===== src/rtl/gpio_bank_if.sv =====
// Native valid/ready peripheral bus carrying one word transfer at a time.
// The master drives the request fields; the slave answers with ready and rdata.
interface gpio_bank_if;
  logic        valid;
  logic        ready;
  logic [31:0] addr;
  logic [31:0] rdata;
  logic [31:0] wdata;
  logic [3:0]  wstrb;

  modport master (
    output valid, addr, wdata, wstrb,
    input  ready, rdata
  );

  modport slave (
    input  valid, addr, wdata, wstrb,
    output ready, rdata
  );
endinterface


===== src/rtl/gpio_bank.sv =====
// Bidirectional GPIO bank: output/direction registers, synchronised input readback,
// and per-pin rise/fall edge capture into a write-1-to-clear STATUS driving irq.
module gpio_bank #(
  parameter int          WIDTH       = 32,
  parameter logic [31:0] DEFAULT_OUT = 32'h0,
  parameter logic [31:0] DEFAULT_DIR = 32'h0,
  parameter int          SYNC_STAGES = 2
) (
  input  logic             clk,
  input  logic             reset_n,
  gpio_bank_if.slave       bus,
  input  logic [WIDTH-1:0] gpio_i,
  output logic [WIDTH-1:0] gpio_o,
  output logic [WIDTH-1:0] gpio_oe,
  output logic             irq
);

  logic                              ack;
  logic [WIDTH-1:0]                  out_q, dir_q, rise_en_q, fall_en_q, status_q;
  logic [SYNC_STAGES-1:0][WIDTH-1:0] sync_q;
  logic [WIDTH-1:0]                  prev_q;
  logic [WIDTH-1:0]                  sync, rise, fall, set_bits, clr_bits;
  logic [WIDTH-1:0]                  mask, wbits;
  logic [31:0]                       byte_mask, rd_word;
  logic [2:0]                        sel;
  logic                              do_write;
  logic                              unused;

  assign sel       = bus.addr[4:2];
  assign bus.ready = bus.valid & ack;
  assign do_write  = bus.ready & (|bus.wstrb);

  // Unstrobed lanes contribute zeros, which also makes TOGGLE and STATUS ignore them.
  assign byte_mask = {{8{bus.wstrb[3]}}, {8{bus.wstrb[2]}},
                      {8{bus.wstrb[1]}}, {8{bus.wstrb[0]}}};
  assign mask      = byte_mask[WIDTH-1:0];
  assign wbits     = bus.wdata[WIDTH-1:0] & mask;

  assign unused = ^{bus.addr[31:5], bus.addr[1:0], bus.wdata, byte_mask};

  always_ff @(posedge clk or negedge reset_n) begin
    if (!reset_n) ack <= 1'b0;
    else          ack <= bus.valid & ~ack;
  end

  always_ff @(posedge clk or negedge reset_n) begin
    if (!reset_n) begin
      sync_q <= '0;
      prev_q <= '0;
    end else begin
      sync_q <= {sync_q[SYNC_STAGES-2:0], gpio_i};
      prev_q <= sync;
    end
  end

  assign sync     = sync_q[SYNC_STAGES-1];
  assign rise     = sync & ~prev_q;
  assign fall     = ~sync & prev_q;
  assign set_bits = (rise & rise_en_q) | (fall & fall_en_q);
  assign clr_bits = (do_write && sel == 3'd5) ? wbits : '0;

  always_ff @(posedge clk or negedge reset_n) begin
    if (!reset_n) begin
      out_q     <= DEFAULT_OUT[WIDTH-1:0];
      dir_q     <= DEFAULT_DIR[WIDTH-1:0];
      rise_en_q <= '0;
      fall_en_q <= '0;
      status_q  <= '0;
    end else begin
      if (do_write && sel == 3'd0)      out_q <= (out_q & ~mask) | wbits;
      else if (do_write && sel == 3'd6) out_q <= out_q ^ wbits;
      if (do_write && sel == 3'd1) dir_q     <= (dir_q & ~mask) | wbits;
      if (do_write && sel == 3'd3) rise_en_q <= (rise_en_q & ~mask) | wbits;
      if (do_write && sel == 3'd4) fall_en_q <= (fall_en_q & ~mask) | wbits;
      // A fresh edge beats a simultaneous clear so no event is lost.
      status_q <= (status_q & ~clr_bits) | set_bits;
    end
  end

  always_comb begin
    rd_word = '0;
    if (bus.ready) begin
      case (sel)
        3'd0:    rd_word[WIDTH-1:0] = out_q;
        3'd1:    rd_word[WIDTH-1:0] = dir_q;
        3'd2:    rd_word[WIDTH-1:0] = sync;
        3'd3:    rd_word[WIDTH-1:0] = rise_en_q;
        3'd4:    rd_word[WIDTH-1:0] = fall_en_q;
        3'd5:    rd_word[WIDTH-1:0] = status_q;
        default: rd_word = '0;
      endcase
    end
  end

  assign bus.rdata = rd_word;
  assign gpio_o    = out_q;
  assign gpio_oe   = dir_q;
  assign irq       = |status_q;

endmodule


===== src/flat_wrapper.sv =====
// flat-port wrapper written by rule: the top's interface ports become plain ports
module gpio_bank_flat 
#(
  parameter int          WIDTH       = 32,
  parameter logic [31:0] DEFAULT_OUT = 32'h0,
  parameter logic [31:0] DEFAULT_DIR = 32'h0,
  parameter int          SYNC_STAGES = 2
)
  (clk, reset_n, gpio_i, gpio_o, gpio_oe, irq, bus_valid, bus_addr, bus_wdata, bus_wstrb, bus_ready, bus_rdata);
  gpio_bank_if bus_i ();
  input  logic clk;
  input  logic reset_n;
  input  logic [WIDTH-1:0] gpio_i;
  output logic [WIDTH-1:0] gpio_o;
  output logic [WIDTH-1:0] gpio_oe;
  output logic irq;
  input wire logic [$bits(bus_i.valid)-1:0] bus_valid;
  input wire logic [$bits(bus_i.addr)-1:0] bus_addr;
  input wire logic [$bits(bus_i.wdata)-1:0] bus_wdata;
  input wire logic [$bits(bus_i.wstrb)-1:0] bus_wstrb;
  output wire logic [$bits(bus_i.ready)-1:0] bus_ready;
  output wire logic [$bits(bus_i.rdata)-1:0] bus_rdata;
  assign bus_i.valid = bus_valid;
  assign bus_i.addr = bus_addr;
  assign bus_i.wdata = bus_wdata;
  assign bus_i.wstrb = bus_wstrb;
  assign bus_ready = bus_i.ready;
  assign bus_rdata = bus_i.rdata;
  gpio_bank #(.WIDTH(WIDTH), .DEFAULT_OUT(DEFAULT_OUT), .DEFAULT_DIR(DEFAULT_DIR), .SYNC_STAGES(SYNC_STAGES)) u_core (.clk(clk), .reset_n(reset_n), .bus(bus_i), .gpio_i(gpio_i), .gpio_o(gpio_o), .gpio_oe(gpio_oe), .irq(irq));
endmodule

===== config.mk =====
export PLATFORM = sky130hd
export DESIGN_NAME = gpio_bank_flat
export DESIGN_NICKNAME = d
export VERILOG_FILES = /design/src/rtl/gpio_bank_if.sv /design/src/rtl/gpio_bank.sv /design/src/flat_wrapper.sv
export SDC_FILE = /design/constraint.sdc
export NUM_CORES = 1
export LEC_CHECK = 0
export CORE_MARGIN = 2
export CORE_UTILIZATION = 50
export DETAILED_ROUTE_END_ITERATION = 7
export PLACE_DENSITY = 0.74
export SYNTH_ARGS = -nofsm -noshare
export SYNTH_HDL_FRONTEND = slang
export SYNTH_SLANG_ARGS = --single-unit

===== constraint.sdc =====
create_clock -name clk -period 8.6 [get_ports clk]
set_clock_uncertainty 0.2 [all_clocks]
set_input_delay 2.58 -clock clk [delete_from_list [all_inputs] [get_ports clk]]
set_output_delay 2.58 -clock clk [all_outputs]
set_load 0.1 [all_outputs]

Word level (Yosys, flattened, before mapping) --
Index checks and enable logic that the tools add are counted.
Word-level totals: flip-flop bits (word level) 257, input port bits 103
Operators by class: eq/ne operators 6, mux-type cells 5, bitwise logic cells 25, reductions and logical operators 10
Operator list (count):
- 32-bit AND | 10
- 32-bit OR | 6
- 32-bit case mux with 6 select lines | 1
- 32-bit two-way mux | 4
- 32-bit NOT | 4
- 32-bit OR reduction | 1
- 32-bit XOR | 1
- 3-bit == test, second input constant | 3
- 3-bit by 2-bit == test with 1-bit output, second input constant | 2
- 1-bit logical AND | 6
- 4-bit OR reduction | 1
- 1-bit AND | 3
- 3-bit by 1-bit == test with 1-bit output, second input constant | 1
- 3-bit zero test | 1
- 2-bit nonzero test | 1
- 1-bit NOT | 1

Logic depth before layout (Yosys ltp) --
depth after elaboration 7, gate-level depth with buffers 8, mapped depth without buffers 5

Least setup slack after synthesis --
No wires, ideal clock.
kind input -> output, start input port bus_addr[4], end output port bus_rdata[23], arrival 5186 ps, required time 5820 ps, setup slack 634 ps, stages 6, cell sequence buf_6 > nor3_2 > buf_2 > buf_2 > a22oi_1 > a31oi_1
On the way: word-level cells in the longest chain between the ends 3
RTL lines:
- start: declaration | RTL line flat_wrapper.sv:18 | input wire logic [$bits(bus_i.addr)-1:0] bus_addr;
- 3-bit == test, or another cell as far along | RTL line gpio_bank.sv:83 | case (sel)
- 32-bit case mux with 6 select lines * | RTL line gpio_bank.sv:83
- 32-bit two-way mux * | RTL line gpio_bank.sv:82 | if (bus.ready) begin
- end: declaration | RTL line flat_wrapper.sv:22 | output wire logic [$bits(bus_i.rdata)-1:0] bus_rdata;
Every way passes the cells marked *; elsewhere a longest branch is shown, timed or not.

Worst setup path after layout --
start input port bus_addr[4], end output port bus_rdata[8]
Same word-level chain as after synthesis.

==> key figures <==
Worst setup path
  – Critical Path Sink Type: primary output
  – CP Launch Type: input pin
  – CP arrival: 4850 ps
  – Critical setup path kind: input pin to primary output
  – Required time of the critical path: 5820 ps
  – Crit-path max FO: 12

Logic synthesis
  – Yosys reg bits: 257
  – Most frequent cell after synthesis: dfrtp_1
  – Leading area contributor after synthesis: dfrtp_1
  – Synthesized Nets: 1014
  – Yosys cell types: 51
  – Top cells by area, synth: dfrtp_1 (57%), mux2_2 (10%), a22oi_1 (3.8%)
  – Synth async-reset ratio: 100%
  – Yosys warns: 0
  – Yosys top cell area share: 57.5%
  – Syn_area_per_cell: 12.3 um2
  – Post-synth top cells: dfrtp_1 (257), mux2_2 (103), nand2_1 (76)
  – Post-synth EDFFs: 0
  – Seq/Total Area, Yosys: 57.5%
  – Mapped Area: 0.0112 mm2
  – Post-synthesis cell count: 911
  – Most used DFF post-synth: dfrtp_1

Placed design
  – DP Area: 0.0135 mm2
  – Port Buffer Count: 171
  – GPL Wtd Cong: 0.834
  – DP HPWL: 19800 um

Floorplan
  – Die area: 0.0236 mm2
  – Initial Util: 51.1%
  – I/O Pins: 201
  – Site row count: 54
  – Die width: 154 um
  – Die H: 154 um
  – Core ar.: 0.0219 mm2

Power
  – Switching pwr: 0.00120 W
  – Register share of total power: 42.1%
  – Clock Power Share: 32.3%
  – Maximum VDD drop: 155 uV
  – P per Cell Area: 244 mW/mm2
  – P_leak: 6.02 nW
  – Internal power: 0.00230 W
  – Switching Share: 34.4%
  – Comb power frac: 25.6%

Timing
  – Final Max Tran Viols: 0
  – Setup-failing EPs final: 0
  – Least-Margin Pin Slew: 1050 ps
  – RSZ-0062 raised after global routing: no
  – F_max: 131 MHz
  – Min cycle time layout: 7630 ps
  – Hold Vio Cnt, Final: 0
  – Tcrit/Tclk final: 88.8%
  – Final setup TNS: 0 ps
  – Slew HR: 29.8%

Cells and area
  – Final nets: 1194
  – Area grow syn2layout: 28.2%
  – Fraction of layout instances using a drive strength above 1: 20.9%
  – Fin area: 0.0143 mm2

Clocking
  – Post-cts sizing count: 0
  – Reg clk slew, reported paths: 50 ps
  – Hold-fix buffers, CTS: 0
  – Later-pin clock latency in the skew report: 540 ps
  – Clock Tree Root: clkbuf_16
  – CTS tree: yes
  – Num CTS Buffers: 27
  – Setup bufs post-CTS: 0
  – CTS sink cnt: 257
  – CTS max path bufs: 3
  – H-tree levels: 1

GRT
  – Met1 Usage GRT: 35.0%
  – Pin count of the biggest net entering global routing: 139
  – Vias in the first global route: 8503
  – Total GRT Usage: 25.1%
  – GR Util met2: 39.9%
  – Grt peak-use layer: met2
  – Overflow after GRT: 0
  – Initial antenna violation count: 2
  – First-pass GRT wire length: 47100 um
  – GRT met3 Usage: 5.52%

Route
  – Detailed-route via count: 8332
  – WL final: 29600 um
  – Vias per cell: 6.00
  – DR iter-0 viols: 687
  – Routed len/inst: 21.3 um
  – Remaining antenna violation count: 0
  – DRT Pass-1 Iters: 5
  – DRC viols: 0

Worst hold path
  – HP Class: flop to flop

Outcome
  – Status: completed

Job
  – Maxcap violations: 0
## layer usage
layer,wire length [um],vias up
li1,-,3736
met1,12500,4226
met2,14100,304
met3,2180,64
met4,821,2
met5,12,-
## placed cells by master, fill, tap and decap left out, drive strengths merged, types with 3 or more instances in the layout
master         synthesis  final
a21o                   6      6
a21oi                 34     34
a221oi                 4      4
a22o                  10     10
a22oi                 56     56
a311oi                 5      5
a31oi                 17     17
and2                   3      3
buf                   24     53
clkbuf                13     41
clkdlybuf4s50          0    135
dfrtp                257    257
inv                   36     37
mux2                 108    108
mux2i                 28     28
mux4                   4      4
nand2                 78     78
nand2b                 3      3
nand3                 10     10
nand3b                31     31
nand4                  8      8
nor2                  42     42
nor2b                  4      4
nor3                   3      3
nor4                   8      8
nor4b                  3      3
o211ai                31     31
o21ai                 42     42
o22a                   5      5
o22ai                 11     11
o311a                  6      6
or2                    7      7
## path summary, 6_finish.rpt
kind                                        start                    endpoint  slack (ps)  cells after the start
worst max register to register         u_core.ack                        flop        5080                      5
min in group asynchronous                 reset_n  asynchronous set/reset pin        1910                      1
worst min-delay path            u_core.sync_q[10]             u_core.sync[10]         150                      0
max in group asynchronous                 reset_n           u_core.prev_q[17]        5080                      2
worst max-delay path                  bus_addr[4]                bus_rdata[8]         970                      8
worst min register to register  u_core.sync_q[10]             u_core.sync[10]         150                      0
## worst max-delay path, cell delays in order
cell	delay (ps)
clkdlybuf4s50_1	420
buf_4	190
and2b_1	210
and2_1	450
buf_12	220
a22oi_1	90
a31oi_1	440
buf_12	240
## logic make-up (layout without fill, tap and decap cells)
family                    Yosys count  in the layout  share of synthesized area (%)
AOI/OAI and AO/OA                 234            234                           14.2
xor gates and xnor gates            1              1                          0.246
DFF                               257            257                           57.5
and+or+nand+nor                   206            206                           10.7
buffers and inverters              73            269                           3.20
muxes                             140            140                           14.2
other                               0              2                              0
## per-stage QoR
stage	utilization (%)	hold slack, ps	total power [W]	instances	worst slack [ps]
4_1_cts	65.5	148	0.00352	1387	1030
3_5_place_dp	61.6	135	0.00239	1342	1050
2_1_floorplan	-	131	0.00210	911	634
3_3_place_gp	61.6	132	0.00237	1342	1050
6_report	65.5	145	0.00350	1389	967
5_1_grt	65.5	153	0.00363	1388	878
## power groups by stage
| stage | clock network, W | registers, W | logic, W |
|---|---|---|---|
| after CTS | 0.00114 | 0.00147 | 0.000902 |
| after global routing | 0.00120 | 0.00149 | 0.000942 |
| after floorplan | 0 | 0.00183 | 0.000273 |
| after detailed placement | 0 | 0.00149 | 0.000898 |
| final | 0.00113 | 0.00147 | 0.000898 |
| after global placement | 0 | 0.00149 | 0.000886 |
## area by class of cell
class,count,area (um2)
Clock buffer,41,798
Multi-Input combinational cell,581,4400
Clock inverter,4,60.1
Sequential cell,257,6430
Timing Repair Buffer,188,2160
Fill cell,1681,7550
Inverter,36,135
Antenna cell,2,5.00
Tap cell,280,350
Power figures use the tool's default switching activity.
